$ cat config.mk
export PLATFORM = sky130hd
export DESIGN_NAME = vmsu_mul_arbiter
export DESIGN_NICKNAME = d
export VERILOG_FILES = /design/src/rtl/vmsu_pkg.sv /design/src/rtl/vmsu_mul_arbiter_chk.sv /design/src/rtl/vmsu_mul_arbiter_rr_arbiter.sv /design/src/rtl/vmsu_mul_arbiter.sv
export SDC_FILE = /design/constraint.sdc
export NUM_CORES = 1
export LEC_CHECK = 0
export ABC_CLOCK_PERIOD_IN_PS = 3000
export CELL_PAD_IN_SITES_DETAIL_PLACEMENT = 1
export CELL_PAD_IN_SITES_GLOBAL_PLACEMENT = 1
export CORE_MARGIN = 5
export CORE_UTILIZATION = 27
export CTS_BUF_LIST = sky130_fd_sc_hd__clkbuf_16
export CTS_CLUSTER_SIZE = 28
export DETAILED_ROUTE_END_ITERATION = 7
export PLACE_DENSITY = 0.9
export SLEW_MARGIN = 10
export SYNTH_ARGS = -nofsm -noshare
export SYNTH_HDL_FRONTEND = slang
export SYNTH_SLANG_ARGS = --single-unit
$ cat constraint.sdc
create_clock -name clk -period 3 [get_ports clk]
set_input_delay 0.3 -clock clk [delete_from_list [all_inputs] [get_ports clk]]
set_output_delay 0.3 -clock clk [all_outputs]
set_load 0.005 [all_outputs]
$ cat src/rtl/vmsu_pkg.sv
// Shared widths, latency and index helpers for the Vedic multiplier scheduler.
package vmsu_pkg;

    localparam int MUL_LAT_DEFAULT = 2;
    localparam int OPND_W          = 8;
    localparam int PROD_W          = 16;

    typedef logic [OPND_W-1:0] opnd_t;
    typedef logic [PROD_W-1:0] prod_t;

    function automatic int idx_width(input int n);
        return (n > 1) ? $clog2(n) : 1;
    endfunction

endpackage

$ cat src/rtl/vmsu_mul_arbiter_chk.sv
// Simulation-only invariants of the multiplier scheduler.
module vmsu_mul_arbiter_chk #(
    parameter int NREQ = 4
) (
    input logic            clk,
    input logic            rst,
    input logic [NREQ-1:0] i_grant,
    input logic [NREQ-1:0] i_retire,
    input logic [NREQ-1:0] i_consume
);

    a_no_retire_consume_clash: assert property (
        @(posedge clk) disable iff (rst) ((i_retire & i_consume) == {NREQ{1'b0}}));

    a_grant_onehot: assert property (
        @(posedge clk) disable iff (rst) $onehot0(i_grant));

endmodule

$ cat src/rtl/vmsu_mul_arbiter_rr_arbiter.sv
// Combinational NREQ-way round-robin picker: searches upward from last+1 with wrap.
module rr_arbiter
    import vmsu_pkg::*;
#(
    parameter int NREQ = 4,
    parameter int IW   = idx_width(NREQ)
) (
    input  logic [NREQ-1:0] i_elig,
    input  logic [IW-1:0]   i_last,
    output logic [NREQ-1:0] o_grant,
    output logic [IW-1:0]   o_gidx,
    output logic            o_gvalid
);

    logic [IW-1:0] w_cand;
    logic          w_found;

    // First eligible index after the previous winner takes the grant
    always_comb begin
        w_found = 1'b0;
        w_cand  = {IW{1'b0}};
        o_gidx  = {IW{1'b0}};
        for (int k = 1; k <= NREQ; k++) begin
            w_cand = IW'((int'(i_last) + k) % NREQ);
            if (!w_found && i_elig[w_cand]) begin
                w_found = 1'b1;
                o_gidx  = w_cand;
            end else begin
                w_found = w_found;
            end
        end
        o_grant         = {NREQ{1'b0}};
        o_grant[o_gidx] = w_found;
        o_gvalid        = w_found;
    end

endmodule

$ cat src/rtl/vmsu_mul_arbiter.sv
// Shares one pipelined 8x8 signed/unsigned multiplier among NREQ requesters,
// tracking each operation's owner and parking results in per-requester slots.
module vmsu_mul_arbiter
    import vmsu_pkg::*;
#(
    parameter int NREQ    = 4,
    parameter int MUL_LAT = MUL_LAT_DEFAULT
) (
    input  logic                   clk,
    input  logic                   rst,
    input  logic [NREQ-1:0]        req_valid,
    output logic [NREQ-1:0]        req_ready,
    input  logic [OPND_W*NREQ-1:0] req_a,
    input  logic [OPND_W*NREQ-1:0] req_b,
    input  logic [NREQ-1:0]        req_signed,
    output logic [NREQ-1:0]        rsp_valid,
    input  logic [NREQ-1:0]        rsp_ready,
    output logic [PROD_W*NREQ-1:0] rsp_p,
    output logic [OPND_W-1:0]      mul_a,
    output logic [OPND_W-1:0]      mul_b,
    output logic                   mul_control,
    input  logic [PROD_W-1:0]      mul_p,
    output logic                   busy
);

    localparam int IW = idx_width(NREQ);

    logic [IW-1:0]          r_last;
    logic [MUL_LAT-1:0]     r_pipe_v;
    logic [IW-1:0]          r_pipe_idx [MUL_LAT];
    logic [NREQ-1:0]        r_rsp_valid;
    logic [PROD_W*NREQ-1:0] r_rsp_p;

    logic [NREQ-1:0] w_inflight;
    logic [NREQ-1:0] w_elig;
    logic [NREQ-1:0] w_grant;
    logic [NREQ-1:0] w_retire;
    logic [NREQ-1:0] w_consume;
    logic [IW-1:0]   w_gidx;
    logic            w_gvalid;

    // Owners of operations still travelling through the multiplier
    always_comb begin
        w_inflight = {NREQ{1'b0}};
        for (int s = 0; s < MUL_LAT; s++) begin
            w_inflight[r_pipe_idx[s]] = w_inflight[r_pipe_idx[s]] | r_pipe_v[s];
        end
    end

    assign w_elig    = req_valid & ~w_inflight & ~r_rsp_valid & {NREQ{~rst}};
    assign w_consume = r_rsp_valid & rsp_ready;

    rr_arbiter #(
        .NREQ (NREQ),
        .IW   (IW)
    ) u_rr (
        .i_elig   (w_elig),
        .i_last   (r_last),
        .o_grant  (w_grant),
        .o_gidx   (w_gidx),
        .o_gvalid (w_gvalid)
    );

    assign req_ready = w_grant;

    // Grant is one-hot, so an AND-OR mux steers the winner onto the multiplier
    always_comb begin
        mul_a       = {OPND_W{1'b0}};
        mul_b       = {OPND_W{1'b0}};
        mul_control = 1'b0;
        for (int i = 0; i < NREQ; i++) begin
            mul_a       = mul_a | (req_a[OPND_W*i +: OPND_W] & {OPND_W{w_grant[i]}});
            mul_b       = mul_b | (req_b[OPND_W*i +: OPND_W] & {OPND_W{w_grant[i]}});
            mul_control = mul_control | (req_signed[i] & w_grant[i]);
        end
    end

    // One-hot slot select for the operation leaving the last stage
    always_comb begin
        w_retire                          = {NREQ{1'b0}};
        w_retire[r_pipe_idx[MUL_LAT-1]]   = r_pipe_v[MUL_LAT-1];
    end

    // Round-robin pointer and owner-tracking shift register
    always_ff @(posedge clk) begin
        if (rst) begin
            r_last   <= IW'(NREQ - 1);
            r_pipe_v <= {MUL_LAT{1'b0}};
            for (int s = 0; s < MUL_LAT; s++) begin
                r_pipe_idx[s] <= {IW{1'b0}};
            end
        end else begin
            if (w_gvalid) begin
                r_last <= w_gidx;
            end
            r_pipe_v[0]   <= w_gvalid;
            r_pipe_idx[0] <= w_gidx;
            for (int s = 1; s < MUL_LAT; s++) begin
                r_pipe_v[s]   <= r_pipe_v[s-1];
                r_pipe_idx[s] <= r_pipe_idx[s-1];
            end
        end
    end

    // Result slots: retire fills, consume empties; data holds until overwritten
    always_ff @(posedge clk) begin
        if (rst) begin
            r_rsp_valid <= {NREQ{1'b0}};
            r_rsp_p     <= {(PROD_W*NREQ){1'b0}};
        end else begin
            for (int i = 0; i < NREQ; i++) begin
                if (w_retire[i]) begin
                    r_rsp_valid[i]                <= 1'b1;
                    r_rsp_p[PROD_W*i +: PROD_W]   <= mul_p;
                end else if (w_consume[i]) begin
                    r_rsp_valid[i] <= 1'b0;
                end
            end
        end
    end

    assign rsp_valid = r_rsp_valid;
    assign rsp_p     = r_rsp_p;
    assign busy      = (|r_pipe_v) | (|r_rsp_valid);

    vmsu_mul_arbiter_chk #(
        .NREQ (NREQ)
    ) u_chk (
        .clk       (clk),
        .rst       (rst),
        .i_grant   (w_grant),
        .i_retire  (w_retire),
        .i_consume (w_consume)
    );

endmodule

==> results by group, run 1 <==
Synth
  – Synth area leader: dfxtp_1
  – Sequential element share of the synthesized area: 43.38%
  – Synth warnings: 0
  – Mapped Cells: 464
  – Top_reg_cell synth: dfxtp_1
  – Ys async rst share: 0%
  – Synth Area in Adders: 0%
  – Yosys reg bits: 76
  – Post-synthesis simple-gate area fraction: 33.25%
  – Synth top area cells: dfxtp_1 43%, nand2_1 16%, a21oi_1 10%, nand4_1 6.1%, o21ai_0 3.0%
  – Post-synthesis mux area share: 0%
  – Cell area after synthesis: 3507 um2
  – Synthesized area per cell: 7.558 um2
  – Post-synth EDFFs: 0
  – Syn Nets: 558
  – Post-synth top area share: 43.38%
  – Largest family of logic cells by synthesized area: simple AND/OR/NAND/NOR gates
  – Synth unique cells: 45
  – XOR/XNOR Fraction of Synth Area: 0%
  – Compound-gate portion of the synthesized area: 18.59%

Floorplanning
  – Die footprint: 15370 um2
  – Die H: 124.0 um
  – Ports: 184
  – Num rows: 41
  – Die width: 124.0 um
  – Initial Utilization: 27.68%
  – Placeable Area: 12670 um2

Power
  – Leak: 2.263 nW
  – Worst VDD drop: 442.9 uV
  – Design Power: 3.221 mW
  – Power Density: 512.4 nW/um2

Clock network
  – Skew-Pair Late Insertion Delay: 0.34 ns
  – H-tree Lvls: 3
  – CTS max path bufs: 2
  – Clock root buffer: clkbuf_16
  – Num CTS Buffers: 9
  – Clock transition at path regs: 0.05 ns
  – CTS tree: yes
  – Sink Count: 76
  – Hold buffer count at CTS: 0

Global routing
  – First-pass GRT wire length: 27800 um
  – Largest net degree at the start of global routing: 46
  – Initial antenna violation count: 0
  – Global-route usage over all layers: 23.81%
  – Vias in the first global route: 4987
  – Grt total ovfl: 0

Layout
  – NumNets Final: 762
  – Area Growth Syn to Fin: 79.24%
  – Multi-input logic area: 1969 um2
  – Filler cells: 1483
  – Share of cells above drive strength 1: 14.29%
  – Layout Utilization: 49.61%
  – Finished Layout Cells: 844
  – # diodes: 0
  – Seq. cell area: 1528 um2

Timing
  – Crit share post-route: 98.02%
  – Setup Viol. Count Final: 0
  – Slew headroom: 36.78%
  – F_max: 0.3401 GHz
  – Post-route setup slack: 0.05939 ns
  – Tmin final: 2.941 ns
  – Final Hold Viols: 0
  – Worst Max-Slew Pin Slew: 0.9454 ns
  – Clock skew: 0.005437 ns
  – Final Max Slew Viols: 0
  – Hold slack: 0.3495 ns

Worst setup path
  – Required @ worst endpoint: 2.70 ns
  – Worst setup EP type: output port
  – Most used cell, CP: buf_4
  – Critical path arrival: 2.64 ns
  – Crit-path cells: clkdlybuf4s50_1 -> or3b_4 -> or3_4 -> buf_4 -> nor4_4 -> buf_4 -> buf_4 -> buf_4 -> o21ai_0 -> nand4_1 -> dlygate4sd2_1
  – Buf/Inv on CP: 6
  – CP delay by family, top: buffers and inverters
  – Crit-path slowest cell: clkdlybuf4s50_1
  – Max FO, Critical Path: 4
  – Critical Path Max Stage Delay: 0.46 ns
  – Worst Setup Start Kind: input port
  – Critical path type: input port to output port

Route
  – Pre-Repair DR Iteration Count: 4
  – Antenna Nets Post-Route: 0
  – Initial DRC Count: 229
  – WL final: 18520 um
  – Drt drc: 0
  – Via density: 5.217
  – Vias: 4403
  – Avg WL per Cell: 21.94 um

Place
  – Count of input and output buffers: 183
  – Gpl congestion: 0.8353
  – Post-Place Cells: 816
  – Hpwl dp: 12760 um
  – Pre-CTS WS: -0.6825 ns

Flow run
  – Max-Cap Viols: 0

Min path
  – Worst hold path class: input port to register

Status
  – Status: finished, final reports clean
[through the flow]
step / TNS, ns / area, um2
floorplan: 0 / 3507
global placement: -8.319 / 5714
detailed placement: -11.00 / 5714
CTS: 0 / 6200
global route: -0.07635 / 6286
finish: 0 / 6286
[synth_stat cells, drive strengths merged (5+ instances only)]
| library cell | number |
|---|---|
| a21oi | 71 |
| nor4 | 10 |
| nand2 | 147 |
| clkbuf | 18 |
| buf | 17 |
| dfxtp | 76 |
| or3b | 5 |
| nand4 | 34 |
| nor2 | 5 |
| o21ai | 37 |
[timing repair]
item                       in CTS  in global routing
setup endpoints to repair      20                 18
setup buffers                   7                  4
pin swaps                       8                  5
resized for setup              43                 21
cloned                          2                  0
[layout by cell type (no fill, tap or decap), drive strengths merged]
master and n:
nand2b 4, and3b 4, nor4b 2, a2bb2oi 1, o32ai 2, o221ai 1, nor2 5, clkbuf 9
o22a 1, nor2b 3, or3b 5, a211oi 2, nand2 147, clkinv 2, or2 2, clkdlybuf4s50 163
nor4 10, buf 46, clkinvlp 1, dlymetal6s2s 1, bufinv 2, inv 4, or3 3, o21ai 37
nor3 4, dfxtp 76, nor3b 2, a211o 1, nand4 34, nand3b 2, nand3 1, a21oi 71
a2111oi 3, dlygate4sd2 18, and3 3
[power by group]
group | switching, mW | internal, mW | leakage (nW)
clock | 0.407 | 0.717 | 0.152
combinational | 0.455 | 0.490 | 1.49
sequential | 0.0779 | 1.07 | 0.617
total | 0.940 | 2.28 | 2.26
[area by class of cell]
type                            count  area share, %
Timing Repair Buffer              228          35.89
Multi-Input combinational cell    350          31.33
Sequential cell                    76          24.30
Clock buffer                        9          3.583
Tap cell                          172          3.424
Clock inverter                      6          1.294
Inverter                            3         0.1791
[registers in the layout, indices dropped and copies added, names as in the netlist]
name,count
rsp_valid,4
r_pipe_v,2
r_last,2
r_pipe_idx,4
rsp_p,64
[cells by family after synthesis]
family | Yosys count
and+or+nand+nor | 231
AOI/OAI and AO/OA | 119
DFF | 76
buffers and inverters | 38
[metal layers]
metal  wire [um]  track usage (%)
met1        6826            24.78
met2        9192            43.29
met3        1909            8.311
met4         588            10.06
met5           0                0
[final timing paths]
path	from	endpoint	slack [ns]	cells past startpoint
setup / recovery	req_valid[3]	mul_b[7]	0.06	11
hold / removal	rst	r_pipe_idx[0][3]$_SDFF_PP0_	0.35	3
setup reg to reg	r_pipe_idx[0][2]$_SDFF_PP0_	r_last[1]$_SDFFE_PP1P_	0.96	9
hold reg to reg	rsp_p[49]$_SDFFE_PP0P_	rsp_p[49]$_SDFFE_PP0P_	0.46	2
[worst reg2reg max path: cells and delay by family, from the launching register on]
| family | cells | cell delay, ns |
|---|---|---|
| buffers and inverters | 4 | 0.61 |
| AOI/OAI and AO/OA | 2 | 0.22 |
| DFF | 1 | 0.33 |
| and+or+nand+nor | 3 | 0.79 |
Note: power is estimated with default switching activity, not from simulation.
==> inputs of run 2 (changes only) <==
CTS_CLUSTER_DIAMETER = 80   (was not set)
==> results of run 2 <==
Same layout as run 1: the final DEF is identical, and so are final timing and power.
==> edit 1 (settings of run 2) <==
`NREQ` is set to 4 in 3 places; all go to 8.
--- a/src/rtl/vmsu_mul_arbiter_chk.sv
+++ b/src/rtl/vmsu_mul_arbiter_chk.sv
@@ -2,3 +2,3 @@
 module vmsu_mul_arbiter_chk #(
-    parameter int NREQ = 4
+    parameter int NREQ = 8
 ) (
--- a/src/rtl/vmsu_mul_arbiter_rr_arbiter.sv
+++ b/src/rtl/vmsu_mul_arbiter_rr_arbiter.sv
@@ -4,3 +4,3 @@
 #(
-    parameter int NREQ = 4,
+    parameter int NREQ = 8,
     parameter int IW   = idx_width(NREQ)
--- a/src/rtl/vmsu_mul_arbiter.sv
+++ b/src/rtl/vmsu_mul_arbiter.sv
@@ -5,3 +5,3 @@
 #(
-    parameter int NREQ    = 4,
+    parameter int NREQ    = 8,
     parameter int MUL_LAT = MUL_LAT_DEFAULT
Interface: changed (8 resized); port bits go from 184 to 332. The function was not compared with the original's and may differ.
==> edit 1 against run 2 <==
The flow now finishes with violations (setup timing); routed wire length grew to 2.9 times the old value; final area is 140% higher; worst setup slack worse by 2.1 ns; global-route usage increased by 4.2 points; largest cell class unchanged; sequential cell count up 71; synthesized area is 130% higher; utilization is 2.4 points higher.
Power is left out: it rests on default switching activity, and per cell area and clock period it moved more than threefold.
==> edit 1: results (changes against run 2) <==
| Metric | Value |
|---|---|
| Total CTS buffers | 17 (was 9) |
| Clock skew | 0.01713 ns (was 0.005437 ns) |
| Slowest stage delay, CP | 0.39 ns (was 0.46 ns) |
| Hold Crit Class | primary input to flip-flop (unchanged) |
| Syn Inst Count | 1030 (was 464) |
| Port bufs | 331 (was 183) |
| Failing checks | setup timing |
| Synth Area in Adders | 0.003112 (was 0) |
| Top delay family on crit path | compound AO/OA/AOI/OAI gates (was buffers and inverters) |
| Nets | 1725 (was 762) |
| Dpl cells | 1841 (was 816) |
| Area contributors post-synth | dfxtp_1, nand2_1, mux2i_1 (was dfxtp_1, nand2_1, a21oi_1) |
| Max FFs per register | 128 (was 64) |
| Asr flop ratio synth | 0 (unchanged) |
| Max-slew headroom | 0.2863 (was 0.3678) |
| Crit path arrival time | 4.72 ns (was 2.64 ns) |
| Number of distinct library cells after synthesis | 89 (was 45) |
| CTS root buffer | clkbuf_16 (unchanged) |
| Initial DRC Count | 981 (was 229) |
| Sequential-to-total area share from yosys stat | 0.3660 (was 0.4338) |
| Worst Path Max Fanout | 7 (was 4) |
| Cell Count, Final, Fillers Out | 1959 (was 844) |
| Post-synth top cells | nand2_1, dfxtp_1, a21oi_1 (unchanged) |
| Ratio of cells with drive above 1 in the final layout | 0.3065 (was 0.1429) |
| Max Root-Sink Buffers | 2 (unchanged) |
| Vias in the first global route | 11455 (was 4987) |
| Count of final setup violators | 32 (was 0) |
| Mux cell area share after synthesis | 0.09493 (was 0) |
| Initial antenna violation count | 3 (was 0) |
| Final RePlAce weighted congestion | 0.9154 (was 0.8353) |
| Largest net degree at the start of global routing | 101 (was 46) |
| Slowest cell on the critical path | dfxtp_4 (was clkdlybuf4s50_1) |
| Fillers | 3356 (was 1483) |
| Total routed wirelength | 53.19 mm (was 18.52 mm) |
| Pre-antenna DRT Iters | 5 (was 4) |
| Worst-Skew Late Latency | 0.45 ns (was 0.34 ns) |
| Compound-cell area share of the yosys netlist | 0.2218 (was 0.1859) |
| Htree depth | 4 (was 3) |
| Drt via density | 5.663 (was 5.217) |
| Status | complete, but fails checks (was completed) |
| Gr usage total | 0.2798 (was 0.2381) |
| Worst-path clk slew | 0.07 ns (was 0.05 ns) |
| Final HPWL DP | 31.93 mm (was 12.76 mm) |
| Setup TNS Final | -48.78 ns (was 0 ns) |
| Syn_nets | 1202 (was 558) |
| Yosys warns | 0 (unchanged) |
| Post-DP Area | 0.01297 mm² (was 0.005714 mm²) |
| Global-route wire length before repair | 72.33 mm (was 27.80 mm) |
| Synth Area in XOR/XNOR | 0.005447 (was 0) |
| Worst Setup Slack, final | -2.018 ns (was 0.05939 ns) |
edit 1: cell types whose count changed after synthesis, moves of 13 or more:
cell,delta
a21oi_1,+75
mux2i_1,+74
nor2_1,+19
o221ai_1,+16
o21a_1,+19
dfxtp_1,+71
nand2_1,+132
o22ai_1,+18
o21ai_1,-13
nand4_1,-25
o21ai_0,-14
nand3_1,+19
clkbuf_1,+34
edit 1: layer usage:
| layer | GRT usage | vias to the layer above | routed length, µm |
|---|---|---|---|
| met5 | 0 | - | 7 |
| met4 | 0.1348 | 2 | 3453 |
| met3 | 0.03967 | 249 | 3609 |
| met2 | 0.4842 | 689 | 26010 |
| met1 | 0.3407 | 5444 | 20110 |
| li1 | - | 4710 | - |
edit 1: worst paths after layout:
check / startpoint / end / slack, ns / cells past startpoint
max: r_pipe_v[0]$_SDFF_PP0_ / mul_b[6] / -2.02 / 18
min: rst / r_pipe_v[1]$_SDFF_PP0_ / 0.32 / 3
max reg2reg: r_pipe_v[0]$_SDFF_PP0_ / r_pipe_idx[0][1]$_SDFF_PP0_ / -0.98 / 19
min reg2reg: rsp_p[1]$_SDFFE_PP0P_ / rsp_p[1]$_SDFFE_PP0P_ / 0.46 / 2
edit 1: cell type report:
class | instances | area [µm²] | share of cell area
antenna | 3 | 7.507 | 0.0004881
clock buffer | 17 | 425.4 | 0.02766
clock inverter | 15 | 196.4 | 0.01277
inverter | 10 | 76.32 | 0.004963
multi-input combinational | 780 | 5454 | 0.3546
sequential | 147 | 2970 | 0.1931
tap | 390 | 488.0 | 0.03173
timing repair buffer | 597 | 5762 | 0.3746
edit 1: repair_timing:
item | 4_1_cts | 5_1_grt
resized for setup | 270 | 72
pin swaps | 64 | 46
setup endpoints to repair | 32 | 32
cloned | 8 | 1
setup buffers | 59 | 26
==> edit 2 (settings of run 2) <==
Without the edit above. Make the reset (`rst`) asynchronous in 2 clocked blocks.
--- a/src/rtl/vmsu_mul_arbiter.sv
+++ b/src/rtl/vmsu_mul_arbiter.sv
@@ -84,3 +84,3 @@
     // Round-robin pointer and owner-tracking shift register
-    always_ff @(posedge clk) begin
+    always_ff @(posedge clk or posedge rst) begin
         if (rst) begin
@@ -105,3 +105,3 @@
     // Result slots: retire fills, consume empties; data holds until overwritten
-    always_ff @(posedge clk) begin
+    always_ff @(posedge clk or posedge rst) begin
         if (rst) begin
Check against the original RTL: differs if rst is asserted again (counterexample within 4 cycles, from zero or initial values and one cycle with rst high); with rst held inactive, the same outputs for 4 cycles.
==> edit 2 against run 2 <==
The flow now finishes with violations (setup timing); worst setup slack lost 0.086 ns; routed wire length shrank 25%; synthesized area grew 3.5%; critical path type is now flip-flop to output port; utilization shrank 0.64 points; final area grew 2.7%; sequential cell count is the same; die area grew 3.2%.
Power is not compared: it rests on default switching activity, and its combinational part moved more than twofold at a synthesized area within 25%.
==> edit 2: results (changes against run 2) <==
| Metric | Value |
|---|---|
| Area contributors post-synth | dfrtp_1, mux2_2, a221o_1 (was dfxtp_1, nand2_1, a21oi_1) |
| Worst reg2reg startpoint | r_pipe_idx[0]$_DFF_PP0_ (was r_pipe_idx[0][2]$_SDFF_PP0_) |
| Max-slew headroom | 0.7376 (was 0.3678) |
| Worst Path Max Fanout | 5 (was 4) |
| Initial antenna violation count | 0 (unchanged) |
| Gr usage total | 0.1687 (was 0.2381) |
| Via count | 3155 (was 4403) |
| Worst R2R End | r_last[0]$_DFFE_PP1P_ (was r_last[1]$_SDFFE_PP1P_) |
| Vias in the first global route | 3660 (was 4987) |
| Syn Area/Cell | 13.30 µm² (was 7.558 µm²) |
| Sequential-to-total area share from yosys stat | 0.5246 (was 0.4338) |
| Clock skew | 0.006581 ns (was 0.005437 ns) |
| Asr flop ratio synth | 1.000 (was 0) |
| Post-DP Area | 0.005849 mm² (was 0.005714 mm²) |
| Nets | 590 (was 762) |
| Number of distinct library cells after synthesis | 41 (was 45) |
| Worst Setup Slack, final | -0.02654 ns (was 0.05939 ns) |
| Dpl cells | 641 (was 816) |
| Post-synth top cells | dfrtp_1, mux2_2, and2_1 (was nand2_1, dfxtp_1, a21oi_1) |
| Failing checks | setup timing |
| Initial DRC Count | 76 (was 229) |
| Total routed wirelength | 13.83 mm (was 18.52 mm) |
| Final RePlAce weighted congestion | 0.8464 (was 0.8353) |
| R2R setup slack | 1.05 ns (was 0.96 ns) |
| Ratio of cells with drive above 1 in the final layout | 0.3673 (was 0.1429) |
| Syn_nets | 367 (was 558) |
| Final HPWL DP | 9.928 mm (was 12.76 mm) |
| Global-route wire length before repair | 21.22 mm (was 27.80 mm) |
| Reg2reg path depth | 7 (was 9) |
| Count of final setup violators | 2 (was 0) |
| Status | complete, but fails checks (was completed) |
| Hold Crit Class | primary input to async pin (was primary input to flip-flop) |
| Largest net degree at the start of global routing | 72 (was 46) |
[edit 2: cell types whose count changed after synthesis, sizes merged, moves of 29 or more]
cell   change
o21ai     -29
nand2    -138
nand4     -33
mux2      +81
a21oi     -66
dfxtp     -76
dfrtp     +74
[edit 2: critical path, cell delays in order (launching register included)]
cell	delay, ns
dfrtp_2	0.44
or3b_4	0.41
and4b_4	0.23
nor2_4	0.11
o31ai_4	0.09
buf_6	0.15
buf_16	0.13
buf_8	0.12
mux2_4	0.28
a221o_1	0.30
buf_2	0.14
[edit 2: through the flow]
step	setup slack [ns]	setup TNS, ns	power (mW)	hold WS (ns)
6_report	-0.02654	-0.04902	6.660	0.1469
2_1_floorplan	0.3411	0	3.206	0.3964
3_5_place_dp	-0.3841	-6.027	5.170	0.4928
4_1_cts	-0.1042	-0.4952	6.545	0.1421
3_3_place_gp	-0.3005	-4.792	5.006	0.4620
5_1_grt	-0.1212	-0.4427	7.051	0.1481
[edit 2: power by group through the flow]
stage               Combinational [mW]  Clock (mW)  Sequential [mW]
floorplan                         1.31           0             1.89
global placement                  3.11           0             1.89
detailed placement                3.22           0             1.95
CTS                               3.36        1.23             1.95
global route                      3.72        1.29             2.04
finish                            3.49        1.21             1.96
[edit 2: cell families (layout without fill, tap and decap cells)]
kind of cell	count (synthesis)	after routing	share of synthesized area
simple gates	57	57	0.1010
mux	81	81	0.2596
compound gates	38	38	0.08721
buf+inv	21	249	0.02758
flops	76	76	0.5246
[edit 2: metal layers]
metal | wire [µm] | GRT usage
met5 | 0 | 0
met4 | 85 | 0.02397
met3 | 838 | 0.06351
met2 | 7702 | 0.3255
met1 | 5205 | 0.1770
[edit 2: how the worst max path moves through the flow]
stage,end,startpoint
after floorplan,mul_a[2],r_pipe_v[1]$_DFF_PP0_
after global placement,mul_a[5],rst
after detailed placement,mul_a[4],rst
after CTS,mul_control,r_pipe_v[1]$_DFF_PP0_
after global routing,mul_a[3],r_pipe_idx[3]$_DFF_PP0_
final,mul_b[2],r_pipe_idx[3]$_DFF_PP0_
[edit 2: cell type report]
cell class	count	area (µm²)
Tap cell	176	220.2
Clock buffer	9	225.2
Sequential cell	76	1912
Clock inverter	7	105.1
Timing Repair Buffer	226	2245
Fill cell	1353	6731
Inverter	7	26.28
Multi-Input combinational cell	176	1725
[edit 2: timing repair]
item                       CTS  global route
pin swaps                    3            15
setup endpoints to repair   19            20
cloned                       2             3
setup buffers                7             9
gates resized for setup     78            29
